===== src/rtl/gmac_tx_framer.sv =====
// Target-report framer: buffers range/energy records and streams them
// as raw Ethernet frames into the GMAC transmit AXI-stream port.
module gmac_tx_framer #(
  parameter logic [47:0] DST_MAC  = 48'hFFFF_FFFF_FFFF,
  parameter logic [47:0] SRC_MAC  = 48'h000A_3500_0001,
  parameter logic [15:0] ETH_TYPE = 16'h88B5,
  parameter int          MAX_TGT  = 16,
  parameter int          FIFO_AW  = 5
) (
  input  logic        I_tx_mac_aclk,
  input  logic        I_tx_reset,
  input  logic        I_target_ena,
  input  logic [15:0] I_target_range,
  input  logic [31:0] I_target_energy,
  input  logic        I_target_end,
  output logic [7:0]  O_tx_axis_mac_tdata,
  output logic        O_tx_axis_mac_tvalid,
  output logic        O_tx_axis_mac_tlast,
  input  logic        I_tx_axis_mac_tready,
  output logic        O_fifo_overflow,
  output logic [15:0] O_frame_cnt
);

  localparam int DEPTH = 2 ** FIFO_AW;
  localparam logic [FIFO_AW:0] MAX_C = (FIFO_AW + 1)'(MAX_TGT);
  localparam logic [FIFO_AW:0] FULL_C = (FIFO_AW + 1)'(DEPTH);

  typedef enum logic [1:0] {IDLE, HDR, REC, PAD} state_t;

  logic [47:0]        mem [DEPTH];
  logic [FIFO_AW-1:0] wr_ptr, rd_ptr;
  logic [FIFO_AW:0]   fifo_cnt;
  logic               full, wr_en, pop;
  logic [47:0]        head;

  state_t      state, state_n;
  logic [10:0] idx, idx_n, nidx;
  logic [10:0] total, total_n, rec_end;
  logic [2:0]  roff, roff_n;
  logic [7:0]  n_lat, n_n, n_sel;
  logic [47:0] rec_q, rec_n;
  logic [7:0]  tdata_q, tdata_n;
  logic        tvalid_q, tvalid_n;
  logic        tlast_q, tlast_n;
  logic [15:0] seq, frame_cnt;
  logic        flush_req, clr_flush, done, start, ovf;

  function automatic logic [10:0] frame_len(input logic [7:0] n);
    logic [10:0] l;
    l = 11'd18 + 11'(n) * 11'd6;
    return (l < 11'd60) ? 11'd60 : l;
  endfunction

  function automatic logic [7:0] hdr_byte(
    input logic [4:0]  i,
    input logic [15:0] s,
    input logic [7:0]  n
  );
    logic [143:0] h;
    h = {DST_MAC, SRC_MAC, ETH_TYPE, s, n, 8'h00};
    return h[143 - 8 * int'(i) -: 8];
  endfunction

  function automatic logic [7:0] rec_byte(
    input logic [47:0] r,
    input logic [2:0]  o
  );
    case (o)
      3'd1:    return r[39:32];
      3'd2:    return r[31:24];
      3'd3:    return r[23:16];
      3'd4:    return r[15:8];
      3'd5:    return r[7:0];
      default: return r[47:40];
    endcase
  endfunction

  assign full    = fifo_cnt == FULL_C;
  assign wr_en   = I_target_ena && !full;
  assign head    = mem[rd_ptr];
  assign start   = (fifo_cnt >= MAX_C) || flush_req;
  assign n_sel   = (fifo_cnt >= MAX_C) ? 8'(MAX_TGT) : 8'(fifo_cnt);
  assign nidx    = idx + 11'd1;
  assign rec_end = 11'd18 + 11'(n_lat) * 11'd6;

  always_ff @(posedge I_tx_mac_aclk) begin
    if (wr_en) mem[wr_ptr] <= {I_target_range, I_target_energy};
  end

  // Full means full even if a pop happens this cycle: the write drops.
  always_ff @(posedge I_tx_mac_aclk or posedge I_tx_reset) begin
    if (I_tx_reset) begin
      wr_ptr    <= '0;
      rd_ptr    <= '0;
      fifo_cnt  <= '0;
      ovf       <= 1'b0;
      flush_req <= 1'b0;
    end else begin
      if (wr_en) wr_ptr <= wr_ptr + 1'b1;
      if (pop)   rd_ptr <= rd_ptr + 1'b1;
      fifo_cnt <= fifo_cnt + (FIFO_AW + 1)'(wr_en)
                           - (FIFO_AW + 1)'(pop);
      if (I_target_ena && full) ovf <= 1'b1;
      if (I_target_end)   flush_req <= 1'b1;
      else if (clr_flush) flush_req <= 1'b0;
    end
  end

  always_comb begin
    state_n   = state;
    idx_n     = idx;
    roff_n    = roff;
    n_n       = n_lat;
    total_n   = total;
    rec_n     = rec_q;
    tdata_n   = tdata_q;
    tvalid_n  = tvalid_q;
    tlast_n   = tlast_q;
    pop       = 1'b0;
    clr_flush = 1'b0;
    done      = 1'b0;
    case (state)
      IDLE: begin
        tvalid_n = 1'b0;
        tlast_n  = 1'b0;
        if (start) begin
          state_n   = HDR;
          idx_n     = '0;
          roff_n    = '0;
          n_n       = n_sel;
          total_n   = frame_len(n_sel);
          tdata_n   = hdr_byte(5'd0, seq, n_sel);
          tvalid_n  = 1'b1;
          clr_flush = fifo_cnt <= MAX_C;
        end
      end
      default: begin
        if (tvalid_q && I_tx_axis_mac_tready) begin
          if (tlast_q) begin
            state_n  = IDLE;
            tvalid_n = 1'b0;
            tlast_n  = 1'b0;
            tdata_n  = '0;
            done     = 1'b1;
          end else begin
            idx_n   = nidx;
            tlast_n = nidx == total - 11'd1;
            if (nidx < 11'd18) begin
              state_n = HDR;
              tdata_n = hdr_byte(nidx[4:0], seq, n_lat);
            end else if (nidx < rec_end) begin
              state_n = REC;
              // Pop as the record's first byte is loaded.
              if (roff == 3'd0) begin
                pop     = 1'b1;
                rec_n   = head;
                tdata_n = head[47:40];
                roff_n  = 3'd1;
              end else begin
                tdata_n = rec_byte(rec_q, roff);
                roff_n  = (roff == 3'd5) ? 3'd0 : roff + 3'd1;
              end
            end else begin
              state_n = PAD;
              tdata_n = '0;
            end
          end
        end
      end
    endcase
  end

  always_ff @(posedge I_tx_mac_aclk or posedge I_tx_reset) begin
    if (I_tx_reset) begin
      state     <= IDLE;
      idx       <= '0;
      roff      <= '0;
      n_lat     <= '0;
      total     <= '0;
      rec_q     <= '0;
      tdata_q   <= '0;
      tvalid_q  <= 1'b0;
      tlast_q   <= 1'b0;
      seq       <= '0;
      frame_cnt <= '0;
    end else begin
      state    <= state_n;
      idx      <= idx_n;
      roff     <= roff_n;
      n_lat    <= n_n;
      total    <= total_n;
      rec_q    <= rec_n;
      tdata_q  <= tdata_n;
      tvalid_q <= tvalid_n;
      tlast_q  <= tlast_n;
      if (done) begin
        seq       <= seq + 16'd1;
        frame_cnt <= frame_cnt + 16'd1;
      end
    end
  end

  assign O_tx_axis_mac_tdata  = tdata_q;
  assign O_tx_axis_mac_tvalid = tvalid_q;
  assign O_tx_axis_mac_tlast  = tlast_q;
  assign O_fifo_overflow      = ovf;
  assign O_frame_cnt          = frame_cnt;

endmodule

===== config.mk =====
export PLATFORM = sky130hd
export DESIGN_NAME = gmac_tx_framer
export DESIGN_NICKNAME = d
export VERILOG_FILES = /design/src/rtl/gmac_tx_framer.sv
export SDC_FILE = /design/constraint.sdc
export NUM_CORES = 2
export LEC_CHECK = 0
export CAP_MARGIN = 20
export CELL_PAD_IN_SITES_DETAIL_PLACEMENT = 0
export CELL_PAD_IN_SITES_GLOBAL_PLACEMENT = 1
export CORE_MARGIN = 8
export CORE_UTILIZATION = 60
export CTS_BUF_LIST = sky130_fd_sc_hd__clkbuf_4 sky130_fd_sc_hd__clkbuf_8
export CTS_CLUSTER_SIZE = 8
export DETAILED_ROUTE_END_ITERATION = 7
export GPL_ROUTABILITY_DRIVEN = 1
export PLACE_DENSITY = 0.82
export SLEW_MARGIN = 20
export SYNTH_ARGS = -nofsm -noshare
export SYNTH_HDL_FRONTEND = slang
export SYNTH_SLANG_ARGS = --single-unit

===== constraint.sdc =====
create_clock -name I_tx_mac_aclk -period 7.68 [get_ports I_tx_mac_aclk]
set_input_delay 1.152 -clock I_tx_mac_aclk [delete_from_list [all_inputs] [get_ports I_tx_mac_aclk]]
set_output_delay 1.152 -clock I_tx_mac_aclk [all_outputs]
set_load 0.005 [all_outputs]

[After elaboration in Yosys (flattened, before gate mapping)]
Memory sizes are Yosys's and may differ from the RTL's.
Cells that the tools add are included.
Word-level totals
  bits in registers: 143
  bits in latches: 0
  bits in writable memories: 1536
  ROM bits: 0
  input bits: 53
  logic and storage cells: 117
  memories kept: 1
Operators by class
  add/sub/neg operators: 12
  $mul: 2
  divide/modulo/power cells: 0
  order comparisons: 5
  eq/ne operators: 10
  shifts and indexed selects: 1
  mux-type cells: 50
  bitwise logic cells: 3
  reduce and logical (&&, ||, !) cells: 17
Memories
  mem: depth 32, width 48, read ports 1, clocked after Yosys merged registers in 0, wr ports 1, RTL line 30  | logic [47:0] mem [DEPTH];
Operator list (number)
  variable part select 151 x 9 -> 8 bit: 1
  two-way mux 8 bit: 7
  two-way mux 11 bit: 4
  case mux 8 bit (5 select lines): 1
  adder 16 x 1 -> 16 bit, second input constant: 2
  two-way mux 3 bit: 8
  two-way mux 1 bit: 23
  adder 11 x 1 -> 11 bit, second input constant: 1
  adder 5 x 11 -> 11 bit, first input constant: 1
  == test 11 bit: 1
  < comparator 11 bit: 1
  < comparator 11 x 5 -> 1 bit, second input constant: 1
  subtractor 11 x 1 -> 11 bit, second input constant: 1
  adder 5 x 1 -> 5 bit, second input constant: 2
  adder 5 x 9 -> 10 bit, first input constant: 1
  < comparator 10 x 6 -> 1 bit, second input constant: 1
  multiplier 8 x 2 -> 10 bit, second input constant: 1
  two-way mux 10 bit: 1
  two-way mux 2 bit: 5
  subtractor 8 x 8 -> 9 bit, first input constant: 1
  multiplier 6 x 2 -> 8 bit, second input constant: 1
  nonzero test 2 bit: 4
  adder 6 x 1 -> 6 bit: 1
  == test 3 x 2 -> 1 bit, second input constant: 2
  20 further kinds: 28

[Longest topological paths before layout]
  depth in word-level cells: 9
  gate-level depth with buffers: 24

[Least setup slack after synthesis]
Ideal clock, no wire load.
  kind: reg-to-reg
  from: register n_lat[0]
  to: register fifo_cnt[4]
  setup time: 80 ps
  arrival: 4561 ps
  slack: 3039 ps
  cell stages (with the launch flop): 24
  path buffers: 2
  period minus slack after synthesis: 4641 ps
  path through: dfrtp_1 ha_1 fa_1 a21o_1 a21oi_1 xnor2_1 or3_1 nor2_1 nand2_1 ha_1 o2111ai_1 o211a_1 nand4_2 buf_2 buf_2 inv_1 ha_1 inv_1 ha_1 fa_1 a21oi_1 nor2_1 nor2_1 xnor2_1
Between the ends
  cells in the longest elaborated chain, start to end: 9
RTL lines
  start: declaration: RTL line 40  | logic [7:0] n_lat, n_n, n_sel;
  start signal: assignment: RTL line 190  | n_lat <= n_n;
  multiplier 8 x 2 -> 10 bit: RTL line 84  | assign rec_end = 11'd18 + 11'(n_lat) * 11'd6;
  adder 5 x 11 -> 11 bit: RTL line 84
  < comparator 11 bit: RTL line 151  | end else if (nidx < rec_end) begin
  two-way mux 1 bit: RTL line 151
  two-way mux 1 bit: RTL line 148  | if (nidx < 11'd18) begin
  two-way mux 1 bit: RTL line 139  | if (tlast_q) begin
  two-way mux 1 bit: RTL line 138  | if (tvalid_q && I_tx_axis_mac_tready) begin
  two-way mux 1 bit: RTL line 122  | case (state)
  net pop: RTL line 33  | logic full, wr_en, pop;
  subtractor 6 x 1 -> 6 bit: RTL line 102  | - (FIFO_AW + 1)'(pop);
  end signal: assignment: RTL line 101  | fifo_cnt <= fifo_cnt + (FIFO_AW + 1)'(wr_en)
  end: declaration: RTL line 32  | logic [FIFO_AW:0] fifo_cnt;
The timed path passes the listed nets, and every way through them passes these cells.
A chain may end at the register's enable or synchronous reset.

[Worst setup path in the final report]
  from: register n_lat[0]
  to: register fifo_cnt[5]
The elaborated chain is that of the path after synthesis.

==> results_dict.tcl <==
set metrics [dict create \
    post-place-ws_ns 2.16 \
    min_path_type "flip-flop to flip-flop" \
    regArea_um2 49600 \
    detailroute.wirelength.met2_um 73800 \
    r2r_slack_ns 3.06 \
    critPathMaxStageDelay_ns 0.45 \
    ctsHoldBuffers 0 \
    synth-compound-area-share 0.0228 \
    routedWlPerCell_um 30.5 \
    synth.mux.area_fraction 0.172 \
    dp_hpwl_um 92900 \
    first_global_vias 34071 \
    ir_worst_vdd_uv 179 \
    synth_cells 3139 \
    ys_types 77 \
    clk_latency_ns 0.95 \
    cp_num_cells 22 \
    die_area_um2 122000 \
    drive_gt1_frac 0.296 \
    hold_ws_ns 0.479 \
    clk_path_buf_depth 4 \
    cp_top_family "compound AO/OA/AOI/OAI gates" \
    die_w_um 349 \
    synth_edf_count 1536 \
    grt_overflow_total 0 \
    place_congestion 0.826 \
    cellLeakagePower_nw 23.7 \
    syn_area_per_cell_um2 21.1 \
    yosys_register_bits 1675 \
    status "finished clean" \
    crit_path_start_kind "flip-flop" \
    finalHoldViolCount 0 \
    vias 32876 \
    layout.nets 3526 \
    drt_iter0_markers 3775 \
    r2r_cells 22 \
    cp.required_ns 8.49 \
    cts_made_buffers 283 \
    crit_type "flip-flop to flip-flop" \
    num_io_pins 80 \
    max_freq_mhz 216 \
    setup_viol 0 \
    antenna_found_initial 13 \
    fillers 6829 \
    ctsHtreeMaxLevel 5 \
    yosys.area_share.simple 0.0245 \
    routed_wl_um 155000 \
    cts_tree "built" \
    slew_headroom 0.269 \
    highest_layer "met5" \
    crit_chain "ha_1, fa_1, a21o_1, a21oi_1, xnor2_1, nor3_1, nand2_1, xnor2_1, ha_1, a21o_1, a21oi_1, o211a_1, nand4_4, inv_1, ha_1, inv_1, ha_1, a21o_1, a21oi_1, o21bai_1, a21oi_1, xor2_1" \
    grt_pass1_wl_um 227000 \
    grt.total_usage 0.256 \
    worstMarginPinSlew_ns 1.07 \
    core_area_um2 110000 \
    cts.sinks 1675 \
    grt_setup_unrepaired "false" \
    first_pass_iters 5 \
    synth_nets 3238 \
    drc_errors 0 \
    fin_worst_skew_ns 0.0837 \
    die_h_um 349 \
    period_share 0.602 \
    syn_area_um2 66400 \
    crit_path_end_kind "flip-flop" \
    drv_cap 0 \
    min_period_ns 4.62 \
    synth_top_family_by_area "multiplexers" \
    drv_slew 0 \
    cp_num_buf_inv 2 \
    areaGrowthSynthToFinish_pct 11.9 \
    async_flop_share 0.0830 \
    viasPerCell 6.48 \
    multiInputGateArea_um2 16200 \
    layout_setup_ws_ns 3.06 \
    worstPathArrival_ns 5.44 \
    cts_root_buf "clkbuf_8" \
    ys_warn_count 0 \
    synth_fa_ha_area_frac 0.00901 \
    wl_met1_um 58700 \
    met3_length_um 17100 \
    antenna_left 0 \
    holdPathStages 2 \
    fin_tns_setup_ns 0 \
    path_max_fanout 7 \
    ctsResizeCount 0 \
    ys.flop_type "edfxtp_1" \
    synth_xor_area_frac 0.0113 \
    io_buffer_count 79 \
    seq_area_frac_synth 0.747 \
    cp_slowest_cell "dfrtp_1" \
    rows 122 \
    post-cts-setup-buffer-count 0 \
    p_per_area_nw_per_um2 275 \
    start_util 0.602 \
    grt_max_degree 119 \
    cts.clk_slew.worst_paths_ns 0.05 \
]
==> layout by cell type (no fill, tap or decap), types with 7 or more instances in the layout <==
master	netlist	final
mux2_2	8	8
clkbuf_8	0	292
edfxtp_1	1536	1536
o22ai_1	14	14
nor2_1	87	55
mux2i_1	80	80
a21oi_1	45	45
mux4_2	465	465
inv_6	0	10
and3_1	8	8
nand2b_1	13	13
buf_12	0	7
xor2_1	24	24
nand2_1	120	120
clkinv_1	3	28
buf_4	10	65
ha_1	43	43
xnor2_1	57	57
nand4_1	13	13
inv_1	38	37
nor3_1	16	16
a21o_1	10	10
clkbuf_4	0	104
dfrtp_1	139	135
nor4_1	11	11
o21ai_0	89	89
clkdlybuf4s50_1	0	43
buf_2	58	36
o211ai_1	9	9
nor2_4	0	32
nand3_1	34	34
and2_1	7	7
==> cell usage after synthesis (6+ instances only) <==
cell | number | area (um2)
edfxtp_1 | 1536 | 46100
mux4_2 | 465 | 10500
dfrtp_1 | 139 | 3480
nand2_1 | 120 | 450
o21ai_0 | 89 | 445
nor2_1 | 87 | 327
mux2i_1 | 80 | 801
clkbuf_1 | 59 | 221
buf_2 | 58 | 290
xnor2_1 | 57 | 499
a21oi_1 | 45 | 225
ha_1 | 43 | 538
inv_1 | 38 | 143
nand3_1 | 34 | 170
buf_1 | 24 | 90.1
xor2_1 | 24 | 210
nor3_1 | 16 | 80.1
o22ai_1 | 14 | 87.6
nand2b_1 | 13 | 81.3
nand4_1 | 13 | 81.3
nor4_1 | 11 | 68.8
a21o_1 | 10 | 75.1
buf_4 | 10 | 75.1
o211ai_1 | 9 | 67.6
and3_1 | 8 | 50.1
mux2_2 | 8 | 90.1
and2_1 | 7 | 43.8
a31oi_1 | 6 | 37.5
nand3b_1 | 6 | 45.0
o221ai_1 | 6 | 52.6
o31ai_1 | 6 | 45.0
or3_1 | 6 | 37.5
==> per-layer routing <==
metal | GRT usage | vias to the layer above
met5 | 0 | -
li1 | - | 13598
met2 | 0.394 | 1882
met1 | 0.352 | 17061
met4 | 0.0942 | 10
met3 | 0.0760 | 325
==> cells by family (layout without fill, tap and decap cells) <==
kind of cell	after synthesis	count (layout)
flip-flops	1675	1675
buffers and inverters	195	638
XOR/XNOR	83	83
adder cells (fa/ha/maj)	46	46
other	0	6
AND/OR/NAND/NOR	345	345
AO/OA/AOI/OAI	237	237
multiplexers	558	558
==> worst min-delay path, stage by stage, from the launching register on <==
cell and delay [ns]:
dfrtp_1 0.34, nand2_1 0.05, o21ai_0 0.06
==> registers in the layout, summed over array words and instances (netlist names) <==
register	flops
O_fifo_overflow	1
flush_req	1
n_lat	6
fifo_cnt	6
rd_ptr	5
idx	11
seq	16
rec_q	48
state	2
roff	3
O_tx_axis_mac_tdata	8
mem	1536
wr_ptr	5
O_tx_axis_mac_tlast	1
O_frame_cnt	16
total	9
O_tx_axis_mac_tvalid	1
==> through the flow <==
stage | instance area, um2 | std cells | utilization | power [mW]
6_report | 74200 | 5076 | 0.674 | 20.4
5_1_grt | 74200 | 5074 | 0.674 | 21.1
4_1_cts | 74200 | 5063 | 0.673 | 20.5
3_5_place_dp | 69100 | 4623 | 0.627 | 13.2
3_3_place_gp | 69200 | 4623 | 0.628 | 13.2
2_1_floorplan | 66400 | 3139 | - | 12.3
==> path summary, 6_finish.rpt <==
| check | startpoint | endpoint |
|---|---|---|
| max in group asynchronous | I_tx_reset | n_lat[2] |
| worst max register to register | n_lat[0] | fifo_cnt[5] |
| min in group asynchronous | I_tx_reset | O_frame_cnt[7] |
| worst max-delay path | n_lat[0] | fifo_cnt[5] |
| worst min register to register | rec_q[47] | rec_q[47] |
| worst min-delay path | rec_q[47] | rec_q[47] |
==> where the power goes <==
part	total (mW)	internal (mW)	switching [mW]
Combinational	2.26	0.776	1.48
Clock	7.32	4.02	3.30
Sequential	10.8	10.6	0.236
Total	20.4	15.4	5.02
==> area by class of cell <==
cell class | count | share of cell area
Timing Repair Buffer | 157 | 0.0186
Clock inverter | 44 | 0.00340
Multi-Input combinational cell | 1269 | 0.218
Antenna cell | 6 | 0.000202
Clock buffer | 396 | 0.0646
Inverter | 41 | 0.00221
Sequential cell | 1675 | 0.668
Tap cell | 1488 | 0.0251
No activity file was read; power rests on OpenSTA's default activity.
